**config.mk**
```make
export PLATFORM = sky130hd
export DESIGN_NAME = act_pool_writer_flat
export DESIGN_NICKNAME = d
export VERILOG_FILES = /design/src/rtl/act_pool_writer_pkg.sv /design/src/rtl/act_pool_writer_if.sv /design/src/rtl/act_pool_writer_byte_packer.sv /design/src/rtl/act_pool_writer.sv /design/src/flat_wrapper.sv
export SDC_FILE = /design/constraint.sdc
export NUM_CORES = 1
export LEC_CHECK = 0
export BUFFER_PORTS_ARGS = -buffer_cell sky130_fd_sc_hd__buf_4
export CORE_MARGIN = 10
export CORE_UTILIZATION = 35
export CTS_CLUSTER_SIZE = 12
export DETAILED_ROUTE_END_ITERATION = 12
export GPL_TIMING_DRIVEN = 0
export MAX_ROUTING_LAYER = met4
export PLACE_DENSITY = 0.51
export REMOVE_ABC_BUFFERS = 1
export SYNTH_ARGS = -nofsm -noshare
export SYNTH_HDL_FRONTEND = slang
export SYNTH_SLANG_ARGS = --single-unit
```
**constraint.sdc**
```tcl
create_clock -name clk -period 9.56 [get_ports clk]
set_clock_uncertainty 0.2 [all_clocks]
set_input_delay 1.434 -clock clk [delete_from_list [all_inputs] [get_ports clk]]
set_output_delay 1.434 -clock clk [all_outputs]
set_load 0.1 [all_outputs]
```
**src/rtl/act_pool_writer_pkg.sv**
```systemverilog
// rtl/act_pool_writer_pkg.sv - shared types, constants and helpers for act_pool_writer
package act_pkg;

    typedef enum logic [1:0] {S_IDLE, S_RUN, S_FLUSH, S_DONE} state_e;

    localparam int POOL_BEATS = 4;
    localparam int LANES      = 4;

    function automatic logic [7:0] relu8(input logic [7:0] x);
        return x[7] ? 8'd0 : x;
    endfunction

    // Byte enables for a partial word holding n filled lanes.
    function automatic logic [3:0] lane_mask(input logic [1:0] n);
        case (n)
            2'd1:    return 4'b0001;
            2'd2:    return 4'b0011;
            2'd3:    return 4'b0111;
            default: return 4'b0000;
        endcase
    endfunction

endpackage

```
**src/rtl/act_pool_writer_if.sv**
```systemverilog
// rtl/act_pool_writer_if.sv - conv result stream and output SRAM write bus
interface act_conv_if #(parameter int DATA_W = 8);
    logic              conv_valid;
    logic [DATA_W-1:0] conv_result;
    logic              last;

    modport master (output conv_valid, conv_result, last);
    modport slave  (input  conv_valid, conv_result, last);
endinterface

interface act_wr_if #(parameter int ADDR_W = 8, parameter int DATA_W = 8);
    logic                wr_en;
    logic [ADDR_W-1:0]   wr_addr;
    logic [4*DATA_W-1:0] wr_data;
    logic [3:0]          wr_strb;

    modport master (output wr_en, wr_addr, wr_data, wr_strb);
    modport slave  (input  wr_en, wr_addr, wr_data, wr_strb);
endinterface

```
**src/rtl/act_pool_writer_byte_packer.sv**
```systemverilog
// rtl/act_pool_writer_byte_packer.sv - packs bytes into 4-lane words, flushes partial words
module byte_packer
    import act_pkg::*;
#(
    parameter int DATA_W = 8
) (
    input  logic                clk,
    input  logic                rst,
    input  logic                byte_valid_i,
    input  logic [DATA_W-1:0]   byte_i,
    input  logic                flush_req_i,
    output logic                fire_o,
    output logic                wr_en_o,
    output logic [4*DATA_W-1:0] wr_data_o,
    output logic [3:0]          wr_strb_o
);

    logic [1:0]          lane_q, lane_d;
    logic [4*DATA_W-1:0] word_q, word_d, data_d;
    logic [3:0]          strb_d;
    logic                en_d;

    // word_q is cleared after every write so unfilled lanes of a flush word read as zero.
    always_comb begin
        lane_d = lane_q;
        word_d = word_q;
        en_d   = 1'b0;
        data_d = '0;
        strb_d = '0;
        if (flush_req_i) begin
            if (lane_q != 2'd0) begin
                en_d   = 1'b1;
                data_d = word_q;
                strb_d = lane_mask(lane_q);
            end
            lane_d = 2'd0;
            word_d = '0;
        end else if (byte_valid_i) begin
            if (lane_q == 2'(LANES-1)) begin
                en_d   = 1'b1;
                data_d = {byte_i, word_q[3*DATA_W-1:0]};
                strb_d = 4'hF;
                lane_d = 2'd0;
                word_d = '0;
            end else begin
                word_d[int'(lane_q)*DATA_W +: DATA_W] = byte_i;
                lane_d = lane_q + 2'd1;
            end
        end
        fire_o = en_d;
    end

    always_ff @(posedge clk or posedge rst) begin
        if (rst) begin
            lane_q    <= 2'd0;
            word_q    <= '0;
            wr_en_o   <= 1'b0;
            wr_data_o <= '0;
            wr_strb_o <= 4'd0;
        end else begin
            lane_q    <= lane_d;
            word_q    <= word_d;
            wr_en_o   <= en_d;
            wr_data_o <= data_d;
            wr_strb_o <= strb_d;
        end
    end

endmodule

```
**src/rtl/act_pool_writer.sv**
```systemverilog
// rtl/act_pool_writer.sv - ReLU, optional 2x2 max-pool and packed SRAM writer for one column
module act_pool_writer
    import act_pkg::*;
#(
    parameter int ADDR_W = 8,
    parameter int DATA_W = 8
) (
    input  logic              clk,
    input  logic              rst,
    input  logic              pool_en_i,
    input  logic [ADDR_W-1:0] base_addr_i,
    act_conv_if.slave         conv,
    act_wr_if.master          wr,
    output logic              done_o,
    output logic              err_o
);

    state_e            state_q, state_d;
    logic              pool_q;
    logic [ADDR_W-1:0] addr_q, wr_addr_q;
    logic [1:0]        beat_q;
    logic [DATA_W-1:0] max_q, relu, win_max, pk_byte;
    logic              err_q;
    logic              accept, flush_req, pool_mode, byte_valid, fire;

    always_ff @(posedge clk or posedge rst) begin
        if (rst) state_q <= S_IDLE;
        else     state_q <= state_d;
    end

    always_comb begin
        state_d = state_q;
        case (state_q)
            S_IDLE:  if (conv.conv_valid) state_d = conv.last ? S_FLUSH : S_RUN;
            S_RUN:   if (conv.conv_valid && conv.last) state_d = S_FLUSH;
            S_FLUSH: state_d = S_DONE;
            S_DONE:  state_d = S_IDLE;
            default: state_d = S_IDLE;
        endcase
    end

    always_comb begin
        accept    = conv.conv_valid && (state_q == S_IDLE || state_q == S_RUN);
        flush_req = (state_q == S_FLUSH);
        done_o    = (state_q == S_DONE);
    end

    // The first beat of a frame is processed in IDLE, before pool_q holds the new mode.
    always_comb begin
        relu       = relu8(conv.conv_result);
        pool_mode  = (state_q == S_IDLE) ? pool_en_i : pool_q;
        win_max    = (beat_q == 2'd0 || relu > max_q) ? relu : max_q;
        byte_valid = accept && (!pool_mode || conv.last || beat_q == 2'(POOL_BEATS-1));
        pk_byte    = pool_mode ? win_max : relu;
    end

    always_ff @(posedge clk or posedge rst) begin
        if (rst) begin
            pool_q    <= 1'b0;
            addr_q    <= '0;
            wr_addr_q <= '0;
            beat_q    <= 2'd0;
            max_q     <= '0;
            err_q     <= 1'b0;
        end else begin
            if (state_q == S_DONE) begin
                beat_q <= 2'd0;
                max_q  <= '0;
            end else if (accept && pool_mode) begin
                beat_q <= conv.last ? 2'd0 : beat_q + 2'd1;
                max_q  <= win_max;
            end

            if (state_q == S_IDLE && conv.conv_valid) begin
                pool_q <= pool_en_i;
                addr_q <= base_addr_i;
            end else if (fire) begin
                addr_q <= addr_q + ADDR_W'(1);
            end
            if (fire) wr_addr_q <= addr_q;

            // Frame start clears the sticky error; a misaligned pool last or a dropped beat sets it.
            if (state_q == S_IDLE && conv.conv_valid)
                err_q <= pool_en_i && conv.last;
            else if (accept && pool_q && conv.last && beat_q != 2'(POOL_BEATS-1))
                err_q <= 1'b1;
            else if (conv.conv_valid && !accept)
                err_q <= 1'b1;
        end
    end

    byte_packer #(.DATA_W(DATA_W)) u_packer (
        .clk         (clk),
        .rst         (rst),
        .byte_valid_i(byte_valid),
        .byte_i      (pk_byte),
        .flush_req_i (flush_req),
        .fire_o      (fire),
        .wr_en_o     (wr.wr_en),
        .wr_data_o   (wr.wr_data),
        .wr_strb_o   (wr.wr_strb)
    );

    assign wr.wr_addr = wr_addr_q;
    assign err_o      = err_q;

endmodule

```
**src/flat_wrapper.sv**
```systemverilog
// flat-port wrapper written by rule: the top's interface ports become plain ports
module act_pool_writer_flat import act_pkg::*;
#(
    parameter int ADDR_W = 8,
    parameter int DATA_W = 8
)
  (clk, rst, pool_en_i, base_addr_i, done_o, err_o, conv_conv_valid, conv_conv_result, conv_last, wr_wr_en, wr_wr_addr, wr_wr_data, wr_wr_strb);
  act_conv_if #(.DATA_W(DATA_W)) conv_i ();
  act_wr_if #(.ADDR_W(ADDR_W), .DATA_W(DATA_W)) wr_i ();
  input  logic clk;
  input  logic rst;
  input  logic pool_en_i;
  input  logic [ADDR_W-1:0] base_addr_i;
  output logic done_o;
  output logic err_o;
  input wire logic [$bits(conv_i.conv_valid)-1:0] conv_conv_valid;
  input wire logic [$bits(conv_i.conv_result)-1:0] conv_conv_result;
  input wire logic [$bits(conv_i.last)-1:0] conv_last;
  output wire logic [$bits(wr_i.wr_en)-1:0] wr_wr_en;
  output wire logic [$bits(wr_i.wr_addr)-1:0] wr_wr_addr;
  output wire logic [$bits(wr_i.wr_data)-1:0] wr_wr_data;
  output wire logic [$bits(wr_i.wr_strb)-1:0] wr_wr_strb;
  assign conv_i.conv_valid = conv_conv_valid;
  assign conv_i.conv_result = conv_conv_result;
  assign conv_i.last = conv_last;
  assign wr_wr_en = wr_i.wr_en;
  assign wr_wr_addr = wr_i.wr_addr;
  assign wr_wr_data = wr_i.wr_data;
  assign wr_wr_strb = wr_i.wr_strb;
  act_pool_writer #(.ADDR_W(ADDR_W), .DATA_W(DATA_W)) u_core (.clk(clk), .rst(rst), .pool_en_i(pool_en_i), .base_addr_i(base_addr_i), .conv(conv_i), .wr(wr_i), .done_o(done_o), .err_o(err_o));
endmodule
```
# Yosys cells after proc, flatten, opt, wreduce, memory -nomap -nowiden
# Cells that the tools add are included.
totals:
  reg_bits: 101
  in_bits: 21
  output_inout_bits: 47
  elab_cells: 91
classes:
  n_addsub: 4
  order_cmp: 1
  n_eq_ne: 10
  shifts: 2
  mux: 38
  n_reduce_logical: 24
op_table:
  columns: ["operator", "count"]
  rows:
  - ["$mux W32", 7]
  - ["$mux W8", 6]
  - ["$neg A5 Y33", 1]
  - ["$shift A8 B33 Y32 const A", 1]
  - ["$shiftx A8 B33 Y32", 1]
  - ["$bwmux W32", 1]
  - ["$mux W2", 9]
  - ["$mux W4", 3]
  - ["$eq A2 B2 Y1 const B", 5]
  - ["$logic_and A1 B1 Y1", 10]
  - ["$pmux W3 S3", 1]
  - ["$add A8 B1 Y8 const B", 1]
  - ["$gt A8 B8 Y1", 1]
  - ["$mux W1", 8]
  - ["$pmux W2 S4", 1]
  - ["$reduce_bool A2 Y1", 4]
  - ["$mux W7", 1]
  - ["$add A2 B1 Y2 const B", 2]
  - ["$eq A2 B1 Y1 const B", 2]
  - ["$logic_not A2 Y1", 2]
  - ["$logic_or A1 B1 Y1", 4]
  - ["$ne A2 B2 Y1 const B", 2]
  - ["$mux W3", 1]
  - ["$reduce_bool A3 Y1", 1]
  - ["other kinds (3)", 4]

# Depth between registers and ports, before layout
# Gate-level depths: netlist of run 1.
logic_depth:
  word_depth: 10
  ltp_mapped: 11
  mapped_depth_nobuf: 9

# Modules after synthesis
# A second synthesis of run 1 with hierarchy kept.
unflattened:
  cells_unflattened: 407
  hier_area_um2: 4669.5
by_module_without_submodules:
  columns: ["module", "n_inst", "cells_each", "area_each_um2", "seq_area_each_um2"]
  rows:
  - ["byte_packer", 1, 221, 2802.7, 1751.7]
  - ["act_pool_writer", 1, 186, 1866.8, 750.7]

# Worst setup path before layout of run 1
# No wires, ideal clock.
synth_timing:
  path_kind: "input to register"
  startpoint: "input port conv_conv_result[1]"
  endpoint: "register u_core.u_packer.word_q[0]"
  setup_ns: 0.131
  t_arrival_ns: 3.106
  t_required_ns: 9.229
  setup_slack_ns: 6.124
  path_stages: 8
  path_buffers: 0
  path_cell_list: "nor2b_1 > ha_1 > nor2b_1 > o211ai_1 > a211oi_1 > nor3_4 > mux2i_1 > o21ai_1"
synth_between:
  elab_chain_len: 10
synth_rtl:
  columns: ["item", "line_no", "text"]
  rows:
  - ["from (decl)", "flat_wrapper.sv:17", "input wire logic [$bits(conv_i.conv_result)-1:0] conv_conv_result;"]
  - ["$mux W7 (*)", "act_pool_writer_pkg.sv:10", "return x[7] ? 8'd0 : x;"]
  - ["$gt A8 B8 Y1", "act_pool_writer.sv:52", "win_max = (beat_q == 2'd0 || relu > max_q) ? relu : max_q;"]
  - ["$logic_or A1 B1 Y1", "act_pool_writer.sv:52", null]
  - ["$mux W8", "act_pool_writer.sv:52", null]
  - ["$mux W8 (*)", "act_pool_writer.sv:54", "pk_byte = pool_mode ? win_max : relu;"]
  - ["$shiftx A8 B33 Y32 (*)", "act_pool_writer_byte_packer.sv:46", "word_d[int'(lane_q)*DATA_W +: DATA_W] = byte_i;"]
  - ["$bwmux W32 (*)", "act_pool_writer_byte_packer.sv:46", null]
  - ["$mux W32 (*)", "act_pool_writer_byte_packer.sv:39", "if (lane_q == 2'(LANES-1)) begin"]
  - ["$mux W32 (*)", "act_pool_writer_byte_packer.sv:38", "end else if (byte_valid_i) begin"]
  - ["$mux W32 (*)", "act_pool_writer_byte_packer.sv:30", "if (flush_req_i) begin"]
  - ["to (signal assigned)", "act_pool_writer_byte_packer.sv:62", "word_q <= word_d;"]
  - ["to (decl)", "act_pool_writer_byte_packer.sv:19", "logic [4*DATA_W-1:0] word_q, word_d, data_d;"]
# Mark *: on every way between the ends. The rest lies on a longest branch, timed or not. The select of a mux whose other input is x is not followed.
# A chain may end at the register's enable or synchronous reset.

# Worst setup path after layout of run 1
layout_timing:
  startpoint: "input port conv_conv_result[7]"
  endpoint: "register u_core.u_packer.word_q[0]"
# Same word-level chain as after synthesis.

==> flow_summary.json, run 1 <==
{
  "wire_per_inst_um": 14.8,
  "hold_viol_final": 0,
  "switchingPower_mw": 0.620,
  "hp-class": "register to register",
  "grt_max_degree": 69,
  "drive_gt1_frac": 0.197,
  "pwr-share-comb": 0.385,
  "place_hpwl_mm": 6.66,
  "path_delay_family": "simple AND/OR/NAND/NOR gates",
  "rsz0062_at_grt": "no",
  "cp_num_buf_inv": 1,
  "synth_edf_count": 0,
  "fmax_mhz": 256,
  "switching_share": 0.416,
  "fin_ws_ns": 5.65,
  "worst_pin_slew_ns": 0.958,
  "initial_core_util": 0.360,
  "cpPeakStageDelay_ns": 0.71,
  "gp_congestion": 0.798,
  "cp.arrival_ns": 3.90,
  "muxShareOfSynthArea": 0.0443,
  "vias": 2941,
  "p_leak_nw": 2.62,
  "first_iter_violations": 230,
  "setup_viol": 0,
  "antenna_found_initial": 0,
  "clock_sinks": 101,
  "seqPwrFrac": 0.372,
  "vias_per_cell": 4.55,
  "end_kind": "register",
  "syn_avg_cell_area_sq_um": 10.7,
  "stdcell_area_sq_um": 5340,
  "tns_ns": 0,
  "cts_buffers": 9,
  "row_count": 40,
  "placed_area_sq_um": 5040,
  "clk_pin_slew_ns": 0.06,
  "drtAntennaViolNets": 0,
  "globalRoute.totalOverflow": 0,
  "grt_pass1_wl_mm": 15.9,
  "finalNonFillerCells": 646,
  "status": "complete, no violations",
  "netlist_area_sq_um": 4350,
  "synth_ff_type": "dfrtp_1",
  "maxCapViolations": 0,
  "diodes": 0,
  "crit_slowest_cell": "mux2i_1",
  "die_y_um": 131,
  "ir_drop_mv": 0.111,
  "cts_tree": "built",
  "yosys.area_share.xor_xnor": 0.0141,
  "hold_ws_ns": 0.265,
  "critPathMostFrequentCell": "nor2b_1",
  "ys_ff_latch": 101,
  "clkLatencyLatePin_ns": 0.34,
  "drc": 0,
  "port_buffers": 67,
  "worst-path-max-fanout": 8,
  "pwr-share-clk": 0.243,
  "cts_hold_buffers": 0,
  "critPathKind": "input port to register",
  "grt_pass1_vias": 3074,
  "synthSimpleGateAreaFrac": 0.192,
  "p_int_mw": 0.870,
  "syn_to_final_growth_pct": 22.8,
  "synth_cell_types": 43,
  "cp-start-kind": "input port",
  "maxSlewViolCount": 0,
  "die_w_um": 131,
  "synthAdderAreaFrac": 0.0547,
  "cts-htree-levels": 3,
  "cts_buffer_depth": 2,
  "nets": 514,
  "root_buffer": "clkbuf_16",
  "drt-total-wl_mm": 9.54,
  "post-place-cells": 631,
  "grt.total_usage": 0.115,
  "cp_cell_sequence": "buf_4, nor2b_1, ha_1, nor2b_1, o211ai_1, a211oi_1, nor3_4, mux2i_1, o21ai_1",
  "synth_top_family_by_area": "simple AND/OR/NAND/NOR gates",
  "ctsResizeCount": 0,
  "dpl_worst_slack_ns": 5.31,
  "max_slew_margin": 0.360,
  "die_area_sq_um": 17300,
  "yosysWarnings": 0,
  "p_per_area_nw_per_um2": 279,
  "drtPass1Iterations": 4,
  "core_sq_um": 12100,
  "synth-seq-area-share": 0.582,
  "fin_crit_ns": 3.91,
  "synthArstFlopShare": 1.00,
  "synthCells": 405,
  "synth_compound_area_frac": 0.0841,
  "finalCritPeriodShare": 0.408,
  "postCtsSetupBuffers": 0,
  "ioPinCount": 68,
  "required_ns": 9.56
}
logic make-up after synthesis:
family	Yosys count
buf+inv	30
fa+ha+maj	19
flops	101
mux	18
compound gates	66
simple gates	164
xor+xnor	7
area by class of cell:
class                      count  area [sq um]
clock buffer                  12           246
clock inverter                 3          43.8
fill                        1167          6730
inverter                      20          77.6
multi-input combinational    274          1700
sequential                   101          2530
tap                          168           210
timing repair buffer          68           531
cell usage after synthesis (all sizes together) (4+ instances only):
master,instances,share of area
a21oi,11,0.013
and2,36,0.052
buf,5,0.0075
clkbuf,5,0.0043
dfrtp,101,0.58
ha,19,0.055
inv,20,0.017
mux2i,18,0.044
nand2,74,0.064
nand4,7,0.010
nor2,24,0.021
nor2b,9,0.013
nor4b,4,0.014
o21ai,44,0.052
xnor2,4,0.0081
per-layer routing:
layer	up-vias	GRT usage	part of all wire	wire (um)
li1	1484	-	-	-
met1	1403	0.153	0.50	4800
met2	46	0.169	0.46	4360
met3	8	0.0278	0.030	285
met4	0	0.0371	0.0095	91
met5	-	-	0	0
stage by stage:
step	power, mW	utilization
after floorplan	0.999	-
after global placement	1.13	0.415
after detailed placement	1.14	0.418
after CTS	1.51	0.442
after global routing	1.59	0.442
final	1.49	0.442
state kept, by name, indices dropped and copies added (netlist names), 2 cells and up:
register	flops
u_core.u_packer.word_q	32
u_core.u_packer.wr_data_o	32
u_core.addr_q	8
u_core.max_q	8
u_core.wr.wr_addr	8
u_core.u_packer.wr_strb_o	4
u_core.beat_q	2
u_core.state_q	2
u_core.u_packer.lane_q	2
final timing paths:
kind                            depth (start not counted)            startpoint  slack, ns                            to
worst max-delay path                                    9   conv_conv_result[7]       5.65     u_core.u_packer.word_q[0]
worst min-delay path                                    2  u_core.wr.wr_addr[4]       0.26          u_core.wr.wr_addr[4]
worst max register to register                          9     u_core.state_q[0]       6.15              u_core.addr_q[4]
worst min register to register                          2  u_core.wr.wr_addr[4]       0.26          u_core.wr.wr_addr[4]
max in group asynchronous                               3                   rst       7.58  u_core.u_packer.wr_data_o[8]
min in group asynchronous                               2                   rst       0.91              u_core.addr_q[1]
worst min-delay path, delay by kind of cell (launching register included):
family,cells,cell delay [ns]
flops,1,0.34
simple gates,2,0.09
layout by cell type (no fill, tap or decap), types with 2 or more instances in the layout:
master,instances
dfrtp_1,101
nand2_1,74
buf_4,67
o21ai_1,38
and2_1,35
nor2_1,24
ha_1,19
inv_1,18
mux2i_1,17
a21oi_1,11
nor2b_1,9
clkbuf_16,9
nand4_1,7
o21ai_0,5
xnor2_1,4
or2_2,3
xor2_1,3
nor3_1,2
o21a_1,2
nor4b_2,2
clkbuf_1,2
power by group through the flow:
stage / logic [mW] / clock network [mW] / registers, mW
global placement: 0.570 / 0 / 0.559
CTS: 0.580 / 0.372 / 0.555
finish: 0.574 / 0.362 / 0.555
global route: 0.632 / 0.393 / 0.565
floorplan: 0.301 / 0 / 0.699
detailed placement: 0.578 / 0 / 0.563
Power figures use the tool's default switching activity.
==> run 2: changes to the inputs <==
PLACE_DENSITY = 0.53   (was 0.51)
clock period = 3.2 ns   (was 9.56 ns; I/O delays follow)
==> flow_summary.json, run 2 (synthesis results as in run 1) <==
{
  "path_delay_family": "simple AND/OR/NAND/NOR gates",
  "port_buffers": 67,
  "reg.largest.list": "u_core.u_packer.word_q: 32 flops, u_core.u_packer.wr_data_o: 32 flops",
  "post-place-cells": 631,
  "diodes": 0,
  "max_slew_margin": 0.474,
  "worst-path-max-fanout": 11,
  "syn_to_final_growth_pct": 23.1,
  "ioPinCount": 68,
  "fmax_mhz": 343,
  "hold_viol_final": 0,
  "clk_pin_slew_ns": 0.07,
  "vias_per_cell": 4.57,
  "ir_drop_mv": 0.312,
  "drt-total-wl_mm": 9.35,
  "stdcell_area_sq_um": 5350,
  "drtAntennaViolNets": 0,
  "p_leak_nw": 2.62,
  "multi_input_area_sq_um": 1710,
  "regArea_sq_um": 2530,
  "cp.arrival_ns": 2.93,
  "fillers": 1182,
  "placed_area_sq_um": 5040,
  "grt.total_usage": 0.116,
  "drc": 0,
  "grt_pass1_vias": 3093,
  "required_ns": 3.21,
  "vias": 2967,
  "die_w_um": 131,
  "startpoint": "u_core.state_q[0]",
  "clock_sinks": 101,
  "worst_pin_slew_ns": 0.767,
  "wire_per_inst_um": 14.4,
  "drtPass1Iterations": 4,
  "gp_congestion": 0.803,
  "finalCritPeriodShare": 0.912,
  "p_per_area_nw_per_um2": 821,
  "first_iter_violations": 234,
  "status": "complete, no violations",
  "cp_num_buf_inv": 1,
  "cts_buffers": 9,
  "setup_viol": 0,
  "maxSlewViolCount": 0,
  "die_area_sq_um": 17300,
  "rsz0062_at_grt": "no",
  "initial_core_util": 0.360,
  "fin_crit_ns": 2.92,
  "row_count": 40,
  "layout_common_cells": "101 x dfrtp_1, 74 x nand2_1, 68 x buf_4",
  "core_sq_um": 12100,
  "finish.utilization": 0.444,
  "root_buffer": "clkbuf_16",
  "die_y_um": 131,
  "crit_slowest_cell": "nor2_1",
  "grt_max_degree": 70,
  "place_hpwl_mm": 6.66,
  "cp-start-kind": "register",
  "hp-class": "input port to register",
  "end_kind": "register",
  "grt_pass1_wl_mm": 15.9,
  "cp_cell_sequence": "inv_1, ha_1, mux2i_4, nor3_1, nor2_1, a21oi_1, nand2_1, o21ai_1",
  "mostFrequentLayoutCell": "dfrtp_1",
  "finalNonFillerCells": 649,
  "cts_buffer_depth": 2,
  "cpPeakStageDelay_ns": 0.49,
  "p_total_mw": 4.39,
  "hp-start": "base_addr_i[4]",
  "clkLatencyLatePin_ns": 0.34,
  "maxCapViolations": 0,
  "cts-htree-levels": 3,
  "r2r-start": "u_core.state_q[0]",
  "critPathKind": "register to register",
  "globalRoute.totalOverflow": 0,
  "nets": 516,
  "drive_gt1_frac": 0.202,
  "cts_tree": "built",
  "antenna_found_initial": 0
}
run 2: through the flow:
step	hold slack, ns	setup WS [ns]	TNS, ns
floorplan	0.247	-0.127	-12.84
global placement	0.253	-1.35	-153.04
detailed placement	0.260	-0.186	-0.733
CTS	0.135	0.0263	0
global route	0.147	0.0190	0
finish	0.141	0.282	0
run 2: metal layers:
| metal | track usage | up-vias | wire (um) |
|---|---|---|---|
| li1 | - | 1491 | - |
| met1 | 0.146 | 1417 | 4580 |
| met2 | 0.177 | 45 | 4380 |
| met3 | 0.0232 | 14 | 220 |
| met4 | 0.0507 | 0 | 163 |
| met5 | - | - | 0 |
run 2: worst reg2reg max path, stage by stage, from the launching register on:
cell and delay, ns:
dfrtp_1 0.43, inv_1 0.11, ha_1 0.40, mux2i_4 0.44, nor3_1 0.11, nor2_1 0.49, a21oi_1 0.37, nand2_1 0.16
o21ai_1 0.07
run 2: repair_timing:
action                                 CTS  global route
endpoints found under the hold margin   32             0
resized for setup                        1             2
hold buffers                             1             0
setup endpoints to repair               24             5
setup buffers                            0             1
pin swaps                                0             1
run 2: final timing paths:
kind / endpoint / slack (ns) / depth (start not counted)
worst min-delay path: u_core.addr_q[4] / 0.14 / 3
worst max-delay path: u_core.u_packer.word_q[14] / 0.28 / 8
max in group asynchronous: u_core.u_packer.wr_data_o[31] / 1.64 / 4
worst max register to register: u_core.u_packer.word_q[14] / 0.28 / 8
worst min register to register: u_core.wr.wr_addr[5] / 0.27 / 2
min in group asynchronous: u_core.u_packer.wr_data_o[22] / 0.49 / 3
run 2: power by group:
part	internal, mW	leakage [nW]	switching (mW)
sequential	1.48	1.37	0.169
clock	0.536	0.135	0.490
combinational	0.491	1.11	1.22
total	2.51	2.62	1.88
run 2: final cells by class:
class	count	share of cell area
clock buffer	10	0.0428
multi-input combinational	274	0.319
sequential	101	0.472
clock inverter	6	0.00865
inverter	20	0.0150
tap	168	0.0393
timing repair buffer	70	0.102
==> run 3: changes to the inputs <==
PLACE_DENSITY = 0.52   (was 0.53)
SYNTH_HIERARCHICAL = 1   (was default)
==> flow_summary.json, run 3 <==
{
  "synth_edf_count": 0,
  "cts_tree": "built",
  "antenna_found_initial": 0,
  "root_buffer": "clkbuf_16",
  "synth_top_area_cell": "dfrtp_1",
  "drtPass1Iterations": 4,
  "port_buffers": 67,
  "synth_top_family_by_area": "simple AND/OR/NAND/NOR gates",
  "cp_cell_sequence": "inv_1, ha_1, nor2b_1, a21oi_1, nor3_1, nor3b_4, or4b_4, nor3_4, a22o_1",
  "die_w_um": 136,
  "initial_core_util": 0.355,
  "drive_gt1_frac": 0.270,
  "cpPeakStageDelay_ns": 0.52,
  "regArea_sq_um": 2500,
  "required_ns": 3.28,
  "hold_ws_ns": 0.103,
  "cp-start-kind": "register",
  "syn_avg_cell_area_sq_um": 11.5,
  "drtAntennaViolNets": 0,
  "critPathKind": "register to register",
  "drc": 0,
  "synth_cell_types": 45,
  "synthCells": 407,
  "maxCapViolations": 0,
  "p_per_area_nw_per_um2": 859,
  "dpl_worst_slack_ns": -1.26,
  "reg.largest.list": "u_core/u_packer/word_q: 32 flops, u_core/u_packer/wr_data_o: 32 flops",
  "diodes": 0,
  "vias": 3099,
  "mostFrequentLayoutCell": "dfrtp_1",
  "first_iter_violations": 198,
  "hp-class": "input port to async pin",
  "yosys.area_share.xor_xnor": 0.0150,
  "p_leak_nw": 2.73,
  "synthAdderAreaFrac": 0.0563,
  "synthArstFlopShare": 1.00,
  "cts-htree-levels": 3,
  "multi_input_area_sq_um": 2020,
  "gp_congestion": 0.780,
  "rrSetupSlack_ns": 0.25,
  "fillers": 1288,
  "vias_per_cell": 4.79,
  "cp.arrival_ns": 3.04,
  "grt_pass1_wl_mm": 16.4,
  "rsz0062_at_grt": "no",
  "fin_ws_ns": 0.246,
  "crit_slowest_cell": "or4b_4",
  "setup_viol": 0,
  "core_sq_um": 13100,
  "status": "complete, no violations",
  "layout_common_cells": "100 x dfrtp_1, 70 x buf_4, 36 x nand2_1",
  "drt-total-wl_mm": 9.97,
  "yosysMostFrequentCell": "dfrtp_1",
  "yosys-top-cells-count": "100 x dfrtp_1, 36 x nand2_1, 30 x mux2_2",
  "synth_ff_type": "dfrtp_1",
  "place_hpwl_mm": 6.91,
  "finalCritPeriodShare": 0.923,
  "row_count": 42,
  "synthSimpleGateAreaFrac": 0.171,
  "grt_max_degree": 71,
  "ys_ff_latch": 100,
  "r2r-start": "u_core/state_q[0]",
  "die_y_um": 136,
  "grt_pass1_vias": 3214,
  "grt.total_usage": 0.117,
  "netlist_area_sq_um": 4670,
  "clkLatencyLatePin_ns": 0.35,
  "post-place-cells": 629,
  "clock_sinks": 100,
  "muxShareOfSynthArea": 0.0941,
  "fmax_mhz": 339,
  "ys_top_cells_by_area": "dfrtp_1 54%, mux2_2 7.2%, ha_1 5.6%",
  "wire_per_inst_um": 15.4,
  "end_kind": "register",
  "rr_endpoint": "u_core/u_packer/word_q[28]",
  "worst-path-max-fanout": 9,
  "maxSlewViolCount": 0,
  "hold_viol_final": 0,
  "die_area_sq_um": 18400,
  "finalNonFillerCells": 647,
  "synth-seq-area-share": 0.536,
  "synth_compound_area_frac": 0.0911,
  "clk_pin_slew_ns": 0.06,
  "cp_num_buf_inv": 1,
  "syn_to_final_growth_pct": 20.8,
  "synth_top_area_frac": 0.536,
  "cts_buffers": 9,
  "cts_buffer_depth": 2,
  "max_slew_margin": 0.204,
  "fin_crit_ns": 2.95,
  "worst_pin_slew_ns": 1.19,
  "globalRoute.totalOverflow": 0,
  "tns_ns": 0,
  "yosysWarnings": 6,
  "path_delay_family": "simple AND/OR/NAND/NOR gates",
  "nets": 509,
  "ir_drop_mv": 0.530,
  "r2r_cells": 9,
  "ioPinCount": 68
}
run 3: timing repair:
item,CTS,global route
buffers inserted,2,1
pin swaps,1,1
hold buffers,0,0
endpoints found under the setup margin,82,22
resized for setup,5,1
run 3: worst reg2reg max path, cell delays in order, from the launching register on:
cell and delay [ns]:
dfrtp_1 0.40, inv_1 0.11, ha_1 0.32, nor2b_1 0.10
a21oi_1 0.30, nor3_1 0.14, nor3b_4 0.27, or4b_4 0.52
nor3_4 0.32, a22o_1 0.21
run 3: area by class of cell:
class,count,share of cell area
clock buffers,11,0.0412
multi-input cells,268,0.358
well taps,176,0.0390
clock inverters,4,0.0131
repair buffers,70,0.0931
inverters,18,0.0124
flip-flops and latches,100,0.443
run 3: cell families after synthesis:
logic type                 Yosys count
DFF                                100
adders and majority gates           21
muxes                               40
and+or+nand+nor                    141
buffers and inverters               39
AOI/OAI and AO/OA                   58
xor gates and xnor gates             8
run 3: stage by stage:
stage / utilization / instance area [sq um] / power [mW]
finish: 0.430 / 5640 / 4.85
global route: 0.430 / 5640 / 5.15
CTS: 0.429 / 5630 / 4.92
detailed placement: 0.403 / 5290 / 3.72
global placement: 0.403 / 5290 / 3.68
floorplan: - / 4570 / 3.25
run 3: routing by layer:
metal,vias to the layer above,routed length [um],GRT usage
li1,1511,-,-
met1,1508,4390,0.134
met2,69,4800,0.185
met3,11,612,0.0378
met4,0,164,0.0484
met5,-,0,-
run 3: worst max path at each step:
| stage | startpoint | slack, ns | cells after the start | to |
|---|---|---|---|---|
| after CTS | u_core/state_q[0] | 0.07 | 11 | u_core/addr_q[7] |
| after global routing | u_core/state_q[0] | 0.004 | 11 | u_core/addr_q[7] |
| after global placement | u_core/state_q[0] | -1.20 | 11 | u_core/addr_q[7] |
| after detailed placement | u_core/state_q[0] | -1.26 | 11 | u_core/addr_q[7] |
| final | u_core/state_q[0] | 0.25 | 9 | u_core/u_packer/word_q[28] |
| after floorplan | u_core/state_q[0] | -0.29 | 11 | u_core/addr_q[3] |
run 3: report_power, final:
part	switching, mW	leakage, nW	internal [mW]
registers	0.180	1.36	1.50
clock network	0.450	0.150	0.682
logic	1.38	1.22	0.655
total	2.01	2.73	2.83
